===== src/rtl/uart_transmitter.sv =====
// uart_transmitter: valid/ready byte in, UART frame out (start, DATA_WIDTH bits LSB first,
// optional parity, stop). Define UART_TX_BUF_EN to add a one-entry holding register.
module uart_transmitter #(
   parameter int CLK_FRE     = 100,
   parameter int DATA_WIDTH  = 8,
   parameter int PARITY_ON   = 0,
   parameter int PARITY_TYPE = 0,
   parameter int BAUD_RATE   = 9600
) (
   input  logic                  i_clk_sys,
   input  logic                  i_rst,
   input  logic                  i_tx_valid,
   input  logic [DATA_WIDTH-1:0] i_tx_data,
   output logic                  o_tx_ready,
   output logic                  o_uart_tx,
   output logic                  o_tx_busy,
   output logic                  o_tx_done
);
   localparam int          CYCLE    = CLK_FRE * 1000000 / BAUD_RATE;
   localparam logic [31:0] BAUD_MAX = 32'(CYCLE - 1);
   localparam logic [3:0]  BIT_MAX  = 4'(DATA_WIDTH - 1);
   localparam logic        PAR_ODD  = (PARITY_TYPE != 0);

   typedef enum logic [2:0] {
      S_IDLE   = 3'd0,
      S_START  = 3'd1,
      S_DATA   = 3'd2,
      S_PARITY = 3'd3,
      S_STOP   = 3'd4
   } state_t;

   state_t                state_q, state_d;
   logic [31:0]           baud_cnt_q, baud_cnt_d;
   logic [3:0]            bit_cnt_q, bit_cnt_d;
   logic [DATA_WIDTH-1:0] shift_q, shift_d;
   logic                  par_q, par_d;
   logic                  tx_q, tx_d;
   logic                  ready_q, ready_d;
   logic                  busy_q, busy_d;
   logic                  done_q, done_d;
`ifdef UART_TX_BUF_EN
   logic [DATA_WIDTH-1:0] hold_q, hold_d;
   logic                  hold_full_q, hold_full_d;
   logic                  take_input;
`endif

   logic                  accept;
   logic                  bit_end;
   logic                  frame_slot;
   logic                  start_frame;
   logic [DATA_WIDTH-1:0] next_byte;

   assign accept  = i_tx_valid && ready_q;
   assign bit_end = (baud_cnt_q == BAUD_MAX);

   always_comb begin
      // NOTE: every _d gets its default first so no path through the case can infer a latch.
      state_d     = state_q;
      baud_cnt_d  = (state_q == S_IDLE || bit_end) ? '0 : baud_cnt_q + 32'd1;
      bit_cnt_d   = bit_cnt_q;
      shift_d     = shift_q;
      par_d       = par_q;
      tx_d        = tx_q;
      done_d      = 1'b0;
      frame_slot  = 1'b0;
      start_frame = 1'b0;
      next_byte   = i_tx_data;
`ifdef UART_TX_BUF_EN
      hold_d      = hold_q;
      hold_full_d = hold_full_q;
      take_input  = 1'b0;
`endif

      case (state_q)
         S_IDLE: begin
            tx_d       = 1'b1;
            frame_slot = 1'b1;
         end
         S_START: begin
            if (bit_end) begin
               state_d = S_DATA;
               tx_d    = shift_q[0];
               shift_d = shift_q >> 1;
            end
         end
         S_DATA: begin
            if (bit_end) begin
               if (bit_cnt_q == BIT_MAX) begin
                  bit_cnt_d = '0;
                  if (PARITY_ON != 0) begin
                     state_d = S_PARITY;
                     tx_d    = par_q;
                  end else begin
                     state_d = S_STOP;
                     tx_d    = 1'b1;
                  end
               end else begin
                  bit_cnt_d = bit_cnt_q + 4'd1;
                  tx_d      = shift_q[0];
                  shift_d   = shift_q >> 1;
               end
            end
         end
         S_PARITY: begin
            if (bit_end) begin
               state_d = S_STOP;
               tx_d    = 1'b1;
            end
         end
         S_STOP: begin
            if (bit_end) begin
               state_d    = S_IDLE;
               tx_d       = 1'b1;
               done_d     = 1'b1;
               frame_slot = 1'b1;
            end
         end
         default: begin
            state_d    = S_IDLE;
            tx_d       = 1'b1;
            baud_cnt_d = '0;
            bit_cnt_d  = '0;
         end
      endcase

      // A frame may begin from IDLE or straight out of STOP; the holding register has priority.
      if (frame_slot) begin
`ifdef UART_TX_BUF_EN
         if (hold_full_q) begin
            start_frame = 1'b1;
            next_byte   = hold_q;
            hold_full_d = 1'b0;
         end else if (accept) begin
            start_frame = 1'b1;
            take_input  = 1'b1;
         end
`else
         if (accept) start_frame = 1'b1;
`endif
      end

      if (start_frame) begin
         state_d    = S_START;
         tx_d       = 1'b0;
         shift_d    = next_byte;
         par_d      = (^next_byte) ^ PAR_ODD;
         baud_cnt_d = '0;
         bit_cnt_d  = '0;
      end

`ifdef UART_TX_BUF_EN
      if (accept && !take_input) begin
         hold_d      = i_tx_data;
         hold_full_d = 1'b1;
      end
      ready_d = !hold_full_d;
`else
      ready_d = (state_d == S_IDLE);
`endif
      busy_d = (state_d != S_IDLE);
   end

   always_ff @(posedge i_clk_sys or posedge i_rst) begin
      // NOTE: non-blocking only; every flop, shift register included, is reset so the line idles high.
      if (i_rst) begin
         state_q     <= S_IDLE;
         baud_cnt_q  <= '0;
         bit_cnt_q   <= '0;
         shift_q     <= '0;
         par_q       <= 1'b0;
         tx_q        <= 1'b1;
         ready_q     <= 1'b1;
         busy_q      <= 1'b0;
         done_q      <= 1'b0;
`ifdef UART_TX_BUF_EN
         hold_q      <= '0;
         hold_full_q <= 1'b0;
`endif
      end else begin
         state_q     <= state_d;
         baud_cnt_q  <= baud_cnt_d;
         bit_cnt_q   <= bit_cnt_d;
         shift_q     <= shift_d;
         par_q       <= par_d;
         tx_q        <= tx_d;
         ready_q     <= ready_d;
         busy_q      <= busy_d;
         done_q      <= done_d;
`ifdef UART_TX_BUF_EN
         hold_q      <= hold_d;
         hold_full_q <= hold_full_d;
`endif
      end
   end

   assign o_uart_tx  = tx_q;
   assign o_tx_ready = ready_q;
   assign o_tx_busy  = busy_q;
   assign o_tx_done  = done_q;

endmodule


===== config.mk =====
export PLATFORM = sky130hd
export DESIGN_NAME = uart_transmitter
export DESIGN_NICKNAME = d
export VERILOG_FILES = /design/src/rtl/uart_transmitter.sv
export SDC_FILE = /design/constraint.sdc
export NUM_CORES = 1
export LEC_CHECK = 0
export BUFFER_PORTS_ARGS = -buffer_cell sky130_fd_sc_hd__buf_2
export CORE_MARGIN = 10
export CORE_UTILIZATION = 52
export CTS_CLUSTER_DIAMETER = 50
export DETAILED_ROUTE_END_ITERATION = 10
export GPL_TIMING_DRIVEN = 0
export PLACE_DENSITY = 0.72
export SLEW_MARGIN = 40
export SYNTH_ARGS = -nofsm -noshare
export SYNTH_HDL_FRONTEND = slang
export SYNTH_SLANG_ARGS = --single-unit
export TNS_END_PERCENT = 100

===== constraint.sdc =====
create_clock -name i_clk_sys -period 1.75 [get_ports i_clk_sys]
set_clock_uncertainty 0.05 [all_clocks]
set_input_delay 0.35 -clock i_clk_sys [delete_from_list [all_inputs] [get_ports i_clk_sys]]
set_output_delay 0.35 -clock i_clk_sys [all_outputs]
set_load 0.1 [all_outputs]

==> results of run 1 <==
==> sequential cells by signal, indices dropped and copies added, names as in the netlist <==
register	cells
baud_cnt_q	32
shift_q	8
bit_cnt_q	4
state_q	3
o_tx_busy	1
o_tx_done	1
o_tx_ready	1
o_uart_tx	1
==> worst max-delay path: cells and delay by family (launching register included) <==
family                 cells  cell delay, ns
AO/OA/AOI/OAI              1            0.22
flip-flops                 1            0.45
buffers and inverters      1            0.17
multiplexers               1            0.19
AND/OR/NAND/NOR            3            0.74
==> layout make-up <==
cell class              count  area share, %
multi-input cells         195           45.1
clock inverters             1          0.146
clock buffers               7           2.23
plain buffers               6           1.39
repair buffers             46           10.3
flip-flops and latches     51           37.8
well taps                  67           2.45
inverters                   5          0.620
==> layout by cell type (no fill, tap or decap), types with 4 or more instances in the layout <==
cell | Yosys | layout
inv_1 | 5 | 4
dfrtp_2 | 0 | 10
dfrtp_1 | 49 | 39
nor2_1 | 43 | 38
nor4_4 | 1 | 4
buf_6 | 0 | 6
nand3_1 | 16 | 15
nand2_1 | 19 | 19
buf_2 | 4 | 14
xor2_1 | 19 | 19
o221a_2 | 4 | 4
clkbuf_8 | 0 | 5
buf_4 | 0 | 27
nand4_1 | 9 | 9
nor4b_4 | 1 | 4
nor2_4 | 1 | 6
or3_1 | 4 | 4
and3_1 | 11 | 10
xnor2_1 | 9 | 9
==> logic make-up after synthesis <==
family | synth area share, %
and+or+nand+nor | 29.3
DFF | 48.0
AOI/OAI and AO/OA | 9.72
xor gates and xnor gates | 9.21
buffers and inverters | 1.74
muxes | 1.13
adders and majority gates | 0.939
==> synth_stat cells, types with 2 or more instances <==
cell type,n
nor4_2,4
o21ai_1,2
dfrtp_1,49
a21oi_1,7
nor4b_2,3
nand4_1,9
o221a_1,3
and3_1,11
o21ai_0,5
buf_2,4
nand3_2,2
xor2_1,19
mux2i_1,3
nand2_1,19
clkbuf_1,2
or3_1,4
nand3_1,16
o221a_2,4
nand2b_1,2
ha_1,2
dfstp_2,2
xnor2_1,9
a21boi_0,2
inv_1,5
nor2_1,43
and4_1,5
==> what timing repair did <==
item                                   4_1_cts  5_1_grt
endpoints found under the hold margin        9        0
buffers inserted                            22        7
setup endpoints to repair                   49       49
resized for setup                           37       28
hold buffers                                 1        0
cloned                                       0        1
pin swaps                                   22       26
==> worst paths after layout <==
kind	to	slack (ns)	cells after the start
hold / removal	shift_q[7]	0.22	3
max in group asynchronous	o_uart_tx	0.73	4
hold reg to reg	bit_cnt_q[3]	0.47	1
setup reg to reg	shift_q[7]	-0.16	6
setup / recovery	shift_q[7]	-0.16	6
min in group asynchronous	baud_cnt_q[31]	0.42	3
==> where the power goes <==
group	total (mW)	internal [mW]	switching [mW]
Clock	0.663	0.282	0.382
Combinational	0.777	0.322	0.455
Sequential	1.49	1.36	0.133
Total	2.93	1.96	0.969
==> per-layer routing <==
layer / up-vias / wire (um) / track usage (%)
li1: 1024 / - / -
met1: 1072 / 2710 / 17.1
met2: 42 / 3010 / 23.5
met3: 9 / 195 / 3.21
met4: 0 / 71 / 4.18
met5: - / 0 / 0
==> stage by stage <==
step | cells | setup slack [ns] | TNS [ns]
finish | 378 | -0.160 | -4.41
global route | 378 | -0.226 | -7.97
CTS | 370 | -0.0888 | -0.781
detailed placement | 339 | -0.404 | -15.24
global placement | 338 | -0.536 | -41.07
floorplan | 257 | -0.0107 | -0.0533
==> flow_summary.json, run 1 <==
{
  "netlist_area_um2": 2660,
  "final_cell_area_um2": 3430,
  "avgRoutedWirePerCell_um": 15.8,
  "cp_cell_sequence": "nor4_4 > buf_4 > and4_4 > nand2_1 > a21oi_4 > mux2i_1",
  "n_antenna_cell": 0,
  "fin_ws_ns": -0.160,
  "synth_top_area_share_pct": 46.0,
  "arrival_ns": 2.09,
  "clk_pin_slew_ns": 0.09,
  "critPathSlowestCell": "dfrtp_2",
  "synth_cell_type_count": 47,
  "antenna_found_initial": 0,
  "r2r_start": "baud_cnt_q[28]",
  "seq_area_um2": 1290,
  "violations": "setup timing",
  "drc": 0,
  "async_flop_share_pct": 100,
  "synth-edff-count": 0,
  "fin_util_pct": 70.7,
  "dieArea_um2": 8390,
  "finalHoldViolations": 0,
  "ys_seq_area_share_pct": 48.0,
  "leakage_nw": 1.54,
  "final_max_slew_viol_count": 0,
  "rows": 25,
  "clock.fmax_ghz": 0.523,
  "setup_viol": 47,
  "wirelength_mm": 5.99,
  "cts_tree": "yes",
  "drive_gt1_share_pct": 36.7,
  "fin_crit_sh_pct": 109,
  "drt-pass1-iter-count": 4,
  "synthTopCellsByArea": "dfrtp_1 (46%), xor2_1 (6.2%), nor2_1 (6.1%)",
  "final_antenna_net_count": 0,
  "yosys_register_bits": 51,
  "hold_class": "in2reg",
  "power_mw": 2.93,
  "nets": 323,
  "fin_crit_ns": 1.91,
  "ys_warn_count": 0,
  "grt_max_degree": 43,
  "netlist_instances": 257,
  "syn_avg_cell_area_um2": 10.4,
  "drt-initial-drc-count": 68,
  "numCtsBuffers": 5,
  "cts.sinks": 51,
  "grt_overflow_total": 0,
  "hold_ws_ns": 0.220,
  "critPathKind": "reg2reg",
  "vias": 2147,
  "ys.flop_type": "dfrtp_1",
  "nFillCells": 334,
  "powerDensity_nw_per_um2": 854,
  "insertion_delay_ns": 0.31,
  "hp-start": "i_tx_data[7]",
  "io_buffers": 14,
  "end_kind": "flop",
  "die_width_um": 91.6,
  "track_usage_pct": 13.9,
  "synth_nets": 270,
  "path_max_fanout": 6,
  "worstMarginPinSlew_ns": 0.506,
  "grt_pass1_wl_mm": 9.80,
  "place.gp.congestion": 0.771,
  "cp-startpoint": "baud_cnt_q[28]",
  "slew_headroom_pct": 65.9,
  "dpl_cell_area_um2": 2860,
  "multi_input_area_um2": 1550,
  "status": "finished, violations left",
  "netlist.top_cell.by_area": "dfrtp_1",
  "cts_root_buf": "clkbuf_8",
  "dp_hpwl_mm": 3.62,
  "worst_setup_path_start_kind": "flop",
  "dieHeight_um": 91.6,
  "grt_pass1_vias": 2096,
  "htreeDepth": 2,
  "viasPerCell": 5.68,
  "ir_worst_vdd_uv": 465,
  "clk_path_buf_depth": 2,
  "core_area_um2": 4850,
  "required_ns": 1.93,
  "initial_core_util_pct": 54.9,
  "areaGrowthSynthToFinish_pct": 28.7,
  "slowest_delay_ns": 0.45,
  "rsz0062_at_grt": "yes",
  "cap_violations": 0,
  "pin_count": 15
}
No activity file was read; power rests on OpenSTA's default activity.
==> inputs of run 2 (changes only) <==
--- a/config.mk
+++ b/config.mk
@@ -11,7 +11,7 @@
 export CTS_CLUSTER_DIAMETER = 50
 export DETAILED_ROUTE_END_ITERATION = 10
 export GPL_TIMING_DRIVEN = 0
-export PLACE_DENSITY = 0.72
+export PLACE_DENSITY = 0.7
 export SLEW_MARGIN = 40
 export SYNTH_ARGS = -nofsm -noshare
 export SYNTH_HDL_FRONTEND = slang
==> constraint.sdc (replaced) <==
create_clock -name i_clk_sys -period 1.8 [get_ports i_clk_sys]
set_clock_uncertainty 0.05 [all_clocks]
set_input_delay 0.36 -clock i_clk_sys [delete_from_list [all_inputs] [get_ports i_clk_sys]]
set_output_delay 0.36 -clock i_clk_sys [all_outputs]
set_load 0.1 [all_outputs]
==> run 2 against run 1 <==
- the run still ends with setup timing left
- worst hold slack improved by 0.026 ns
- clock power rose by 3.2%
- sequential power barely moved
- total power fell by 2.4%
- largest power group unchanged
==> flow_summary.json, run 2 (same netlist as run 1, synthesis figures left out) <==
{
  "io_buffers": 14,
  "dpl_cell_area_um2": 2850,
  "fin_ws_ns": -0.114,
  "clock.fmax_ghz": 0.522,
  "seq_area_um2": 1300,
  "hold_ws_ns": 0.246,
  "drc": 0,
  "ir_worst_vdd_uv": 427,
  "cap_violations": 0,
  "finalHoldViolations": 0,
  "die_width_um": 91.6,
  "areaGrowthSynthToFinish_pct": 27.0,
  "hold_class": "in2reg",
  "required_ns": 1.96,
  "clock_power_share_pct": 23.9,
  "p_sw_mw": 0.933,
  "violations": "setup timing",
  "final_antenna_net_count": 0,
  "status": "finished, violations left",
  "cts_tree": "yes",
  "reg2reg_setup_slack_ns": -0.11,
  "combPwrFrac_pct": 24.6,
  "mostFrequentLayoutCell": "nor2_1",
  "grt_pass1_vias": 2016,
  "insertion_delay_ns": 0.31,
  "p_int_mw": 1.93,
  "grt_overflow_total": 0,
  "final_cell_area_um2": 3380,
  "grt_max_degree": 39,
  "rsz0062_at_grt": "yes",
  "layout_common_cells": "nor2_1 (40), dfrtp_1 (38), xor2_1 (19), nand2_1 (18), buf_4 (17)",
  "n_antenna_cell": 0,
  "reg2reg_to": "o_uart_tx",
  "cp-endpoint": "o_uart_tx",
  "avgRoutedWirePerCell_um": 15.9,
  "cts.sinks": 51,
  "vias": 2081,
  "rr_worst_depth": 6,
  "htreeDepth": 2,
  "drt-initial-drc-count": 139,
  "drt-pass1-iter-count": 4,
  "path_max_fanout": 8,
  "pin_count": 15,
  "arrival_ns": 2.07,
  "clk_pin_slew_ns": 0.09,
  "critPathKind": "reg2reg",
  "dp_hpwl_mm": 3.62,
  "netSwitchingFraction_pct": 32.6,
  "antenna_found_initial": 0,
  "numCtsBuffers": 5,
  "drive_gt1_share_pct": 34.6,
  "rows": 25,
  "nets": 318,
  "end_kind": "flop",
  "leakage_nw": 1.51,
  "dieArea_um2": 8390,
  "place.gp.congestion": 0.785,
  "final_max_slew_viol_count": 0,
  "worstMarginPinSlew_ns": 0.502,
  "viasPerCell": 5.58,
  "largest_register_ff_count": 32,
  "dieHeight_um": 91.6,
  "wirelength_mm": 5.94,
  "worst_setup_path_start_kind": "flop",
  "nFillCells": 344,
  "setup_viol": 41,
  "fin_crit_ns": 1.91,
  "slew_headroom_pct": 66.5,
  "track_usage_pct": 13.9,
  "clk_path_buf_depth": 2,
  "powerDensity_nw_per_um2": 845,
  "p_seq_share_pct": 51.5,
  "initial_core_util_pct": 54.9,
  "regMostFlops": "baud_cnt_q",
  "cts_root_buf": "clkbuf_8",
  "multi_input_area_um2": 1500,
  "reg_top3": "baud_cnt_q (32), shift_q (8), bit_cnt_q (4)",
  "core_area_um2": 4850,
  "fin_crit_sh_pct": 106,
  "grt_pass1_wl_mm": 9.74,
  "cp-startpoint": "baud_cnt_q[24]",
  "r2r_start": "baud_cnt_q[24]"
}
## run 2: per-layer routing
layer | vias to the layer above | wire [um] | part of all wire [%] | global-route usage, %
li1 | 1012 | - | - | -
met1 | 1023 | 2740 | 46 | 18.0
met2 | 39 | 2910 | 49 | 22.0
met3 | 7 | 205 | 3.5 | 3.62
met4 | 0 | 73 | 1.2 | 4.05
met5 | - | 0 | 0 | 0
## run 2: what timing repair did
| action | 4_1_cts | 5_1_grt |
|---|---|---|
| endpoints found under the hold margin | 13 | 0 |
| endpoints found under the setup margin | 47 | 49 |
| pin swaps | 12 | 15 |
| gates cloned | 0 | 2 |
| hold buffers | 1 | 0 |
| resized for setup | 28 | 33 |
| setup buffers | 15 | 8 |
## run 2: power by group through the flow
stage               combinational [mW]  sequential [mW]  clock [mW]
finish                           0.703             1.47       0.684
global route                     0.760             1.49       0.756
CTS                              0.632             1.44       0.692
detailed placement               0.560             1.46           0
global placement                 0.546             1.46           0
floorplan                        0.317             1.58           0
## run 2: layout make-up
cell class	count	area share (%)
flip-flops and latches	51	38.3
clock inverters	1	0.148
clock buffers	7	2.55
multi-input cells	195	44.5
repair buffers	41	9.99
well taps	67	2.48
inverters	5	0.629
plain buffers	6	1.41
## run 2: worst min-delay path by stage
stage	start	end	depth (start not counted)
floorplan	baud_cnt_q[0]	baud_cnt_q[0]	1
global placement	baud_cnt_q[0]	baud_cnt_q[0]	1
detailed placement	i_rst	bit_cnt_q[2]	2
CTS	i_tx_data[7]	shift_q[7]	3
global route	i_tx_data[7]	shift_q[7]	3
finish	i_tx_data[7]	shift_q[7]	3
## run 2: critical path, stage by stage, from the launching register on
cell and delay (ns):
dfrtp_2 0.46, nor4_4 0.31, nand4_1 0.16, buf_6 0.18
o21ai_4 0.34, nor2_1 0.08, a311oi_1 0.23
## run 2: per-stage QoR
step / std cells / total power, mW / util (%) / setup slack [ns] / setup TNS (ns)
2_1_floorplan: 257 / 1.89 / - / 0.00780 / 0
3_5_place_dp: 339 / 2.02 / 58.9 / -0.374 / -14.24
4_1_cts: 363 / 2.77 / 65.9 / -0.0592 / -0.373
6_report: 373 / 2.86 / 69.8 / -0.114 / -2.07
5_1_grt: 373 / 3.01 / 69.8 / -0.193 / -5.50
3_3_place_gp: 338 / 2.01 / 58.4 / -0.503 / -38.64
==> inputs of run 3 (changes only) <==
--- a/config.mk
+++ b/config.mk
@@ -6,12 +6,14 @@
 export NUM_CORES = 1
 export LEC_CHECK = 0
 export BUFFER_PORTS_ARGS = -buffer_cell sky130_fd_sc_hd__buf_2
+export CELL_PAD_IN_SITES_DETAIL_PLACEMENT = 0
+export CELL_PAD_IN_SITES_GLOBAL_PLACEMENT = 1
 export CORE_MARGIN = 10
-export CORE_UTILIZATION = 52
+export CORE_UTILIZATION = 48
 export CTS_CLUSTER_DIAMETER = 50
 export DETAILED_ROUTE_END_ITERATION = 10
 export GPL_TIMING_DRIVEN = 0
-export PLACE_DENSITY = 0.7
+export PLACE_DENSITY_LB_ADDON = 0.1
 export SLEW_MARGIN = 40
 export SYNTH_ARGS = -nofsm -noshare
 export SYNTH_HDL_FRONTEND = slang
==> run 3 against run 2 <==
- the flow still finishes with violations (setup timing)
- combinational power about the same
- routed wire length shrank 5.7%
- via count decreased by 3.6%
- critical path type unchanged
- largest power group unchanged
- highest routed layer unchanged
==> flow_summary.json, run 3 (same netlist as run 1, synthesis figures left out) <==
{
  "final_max_slew_viol_count": 0,
  "required_ns": 2.00,
  "drc": 0,
  "drive_gt1_share_pct": 34.0,
  "powerDensity_nw_per_um2": 890,
  "fin_crit_ns": 1.84,
  "grt_overflow_total": 0,
  "dieArea_um2": 8930,
  "arrival_ns": 2.04,
  "insertion_delay_ns": 0.31,
  "fin_crit_sh_pct": 102,
  "setup-tns-final_ns": -0.849,
  "setup_viol": 39,
  "mostFrequentLayoutCell": "nor2_1",
  "track_usage_pct": 13.1,
  "cts_tree": "yes",
  "grt_pass1_wl_mm": 9.58,
  "pin_count": 15,
  "wirelength_mm": 5.60,
  "cts_root_buf": "clkbuf_8",
  "largest_register_ff_count": 32,
  "die_width_um": 94.5,
  "vias": 2007,
  "cap_violations": 0,
  "hold-path-cell-count": 3,
  "drt-initial-drc-count": 77,
  "grt_max_degree": 37,
  "areaGrowthSynthToFinish_pct": 26.5,
  "dp_hpwl_mm": 3.75,
  "final_antenna_net_count": 0,
  "layout_common_cells": "nor2_1 (41), dfrtp_1 (39), buf_4 (20), xor2_1 (19), nand2_1 (18)",
  "grt_pass1_vias": 1991,
  "clock.fmax_ghz": 0.544,
  "worst_setup_path_start_kind": "flop",
  "viasPerCell": 5.35,
  "hold_ws_ns": 0.236,
  "rsz0062_at_grt": "yes",
  "n_antenna_cell": 0,
  "avgRoutedWirePerCell_um": 14.9,
  "hp-start": "i_tx_data[7]",
  "reg2reg_setup_slack_ns": -0.04,
  "power_mw": 3.00,
  "dieHeight_um": 94.5,
  "critPathKind": "reg2reg",
  "status": "finished, violations left",
  "reg2reg_to": "shift_q[6]",
  "worstMarginPinSlew_ns": 0.487,
  "io_buffers": 14,
  "r2r_start": "baud_cnt_q[21]",
  "fin_ws_ns": -0.0391,
  "violations": "setup timing",
  "core_area_um2": 5440,
  "finalHoldViolations": 0,
  "slew_headroom_pct": 67.7,
  "rr_worst_depth": 6,
  "regMostFlops": "baud_cnt_q",
  "clk_pin_slew_ns": 0.10,
  "cts.sinks": 51,
  "antenna_found_initial": 0,
  "end_kind": "flop",
  "dp_cells": 344,
  "rows": 27,
  "path_max_fanout": 7,
  "drt-pass1-iter-count": 4,
  "min_to": "shift_q[7]",
  "reg_top3": "baud_cnt_q (32), shift_q (8), bit_cnt_q (4)",
  "clk_path_buf_depth": 2,
  "leakage_nw": 1.53,
  "instances_no_fill": 375,
  "ir_worst_vdd_uv": 541,
  "place.gp.congestion": 0.741,
  "hold_class": "in2reg",
  "htreeDepth": 2,
  "nets": 315,
  "numCtsBuffers": 5,
  "initial_core_util_pct": 49.0
}
run 3: layer usage:
layer	share of wire (%)	track usage, %
met4	0.95	3.37
met2	47	20.1
met1	50	18.2
met5	0	0
met3	2.9	2.78
run 3: worst max-delay path by stage:
stage | from | to
4_1_cts | baud_cnt_q[16] | shift_q[1]
5_1_grt | baud_cnt_q[14] | o_uart_tx
3_3_place_gp | i_rst | baud_cnt_q[11]
2_1_floorplan | baud_cnt_q[0] | shift_q[3]
3_5_place_dp | baud_cnt_q[0] | baud_cnt_q[22]
6_report | baud_cnt_q[21] | shift_q[6]
run 3: critical path: stages (launching register included):
cell and delay [ns]:
dfrtp_2 0.45, nor4_4 0.31, nand4_1 0.12, buf_4 0.18, o21ai_4 0.16, a21boi_4 0.29
o221a_2 0.23
run 3: per-stage QoR:
stage / worst slack [ns] / utilization [%] / instance area [um^2]
after floorplan: 0.00780 / - / 2680
final: -0.0391 / 62.0 / 3370
after global routing: -0.152 / 62.0 / 3370
after global placement: -0.565 / 52.2 / 2840
after detailed placement: -0.422 / 52.6 / 2860
after CTS: -0.0575 / 58.9 / 3210
run 3: cell type report:
class | count | area, um^2
fill | 454 | 2070
timing repair buffer | 38 | 285
clock inverter | 2 | 35.0
tap | 72 | 90.1
multi-input combinational | 195 | 1510
clock buffer | 6 | 82.6
sequential | 51 | 1290
inverter | 5 | 21.3
buffer | 6 | 51.3
run 3: timing repair:
action | in CTS | in global routing
buffers inserted | 12 | 10
hold buffers | 1 | 0
hold endpoints to repair | 15 | 0
resized for setup | 28 | 24
pin swaps | 13 | 10
endpoints found under the setup margin | 49 | 46
run 3: report_power, final:
| group | switching, mW | internal (mW) | total [mW] |
|---|---|---|---|
| Sequential | 0.139 | 1.32 | 1.46 |
| Clock | 0.388 | 0.451 | 0.839 |
| Combinational | 0.406 | 0.299 | 0.705 |
| Total | 0.934 | 2.07 | 3.00 |
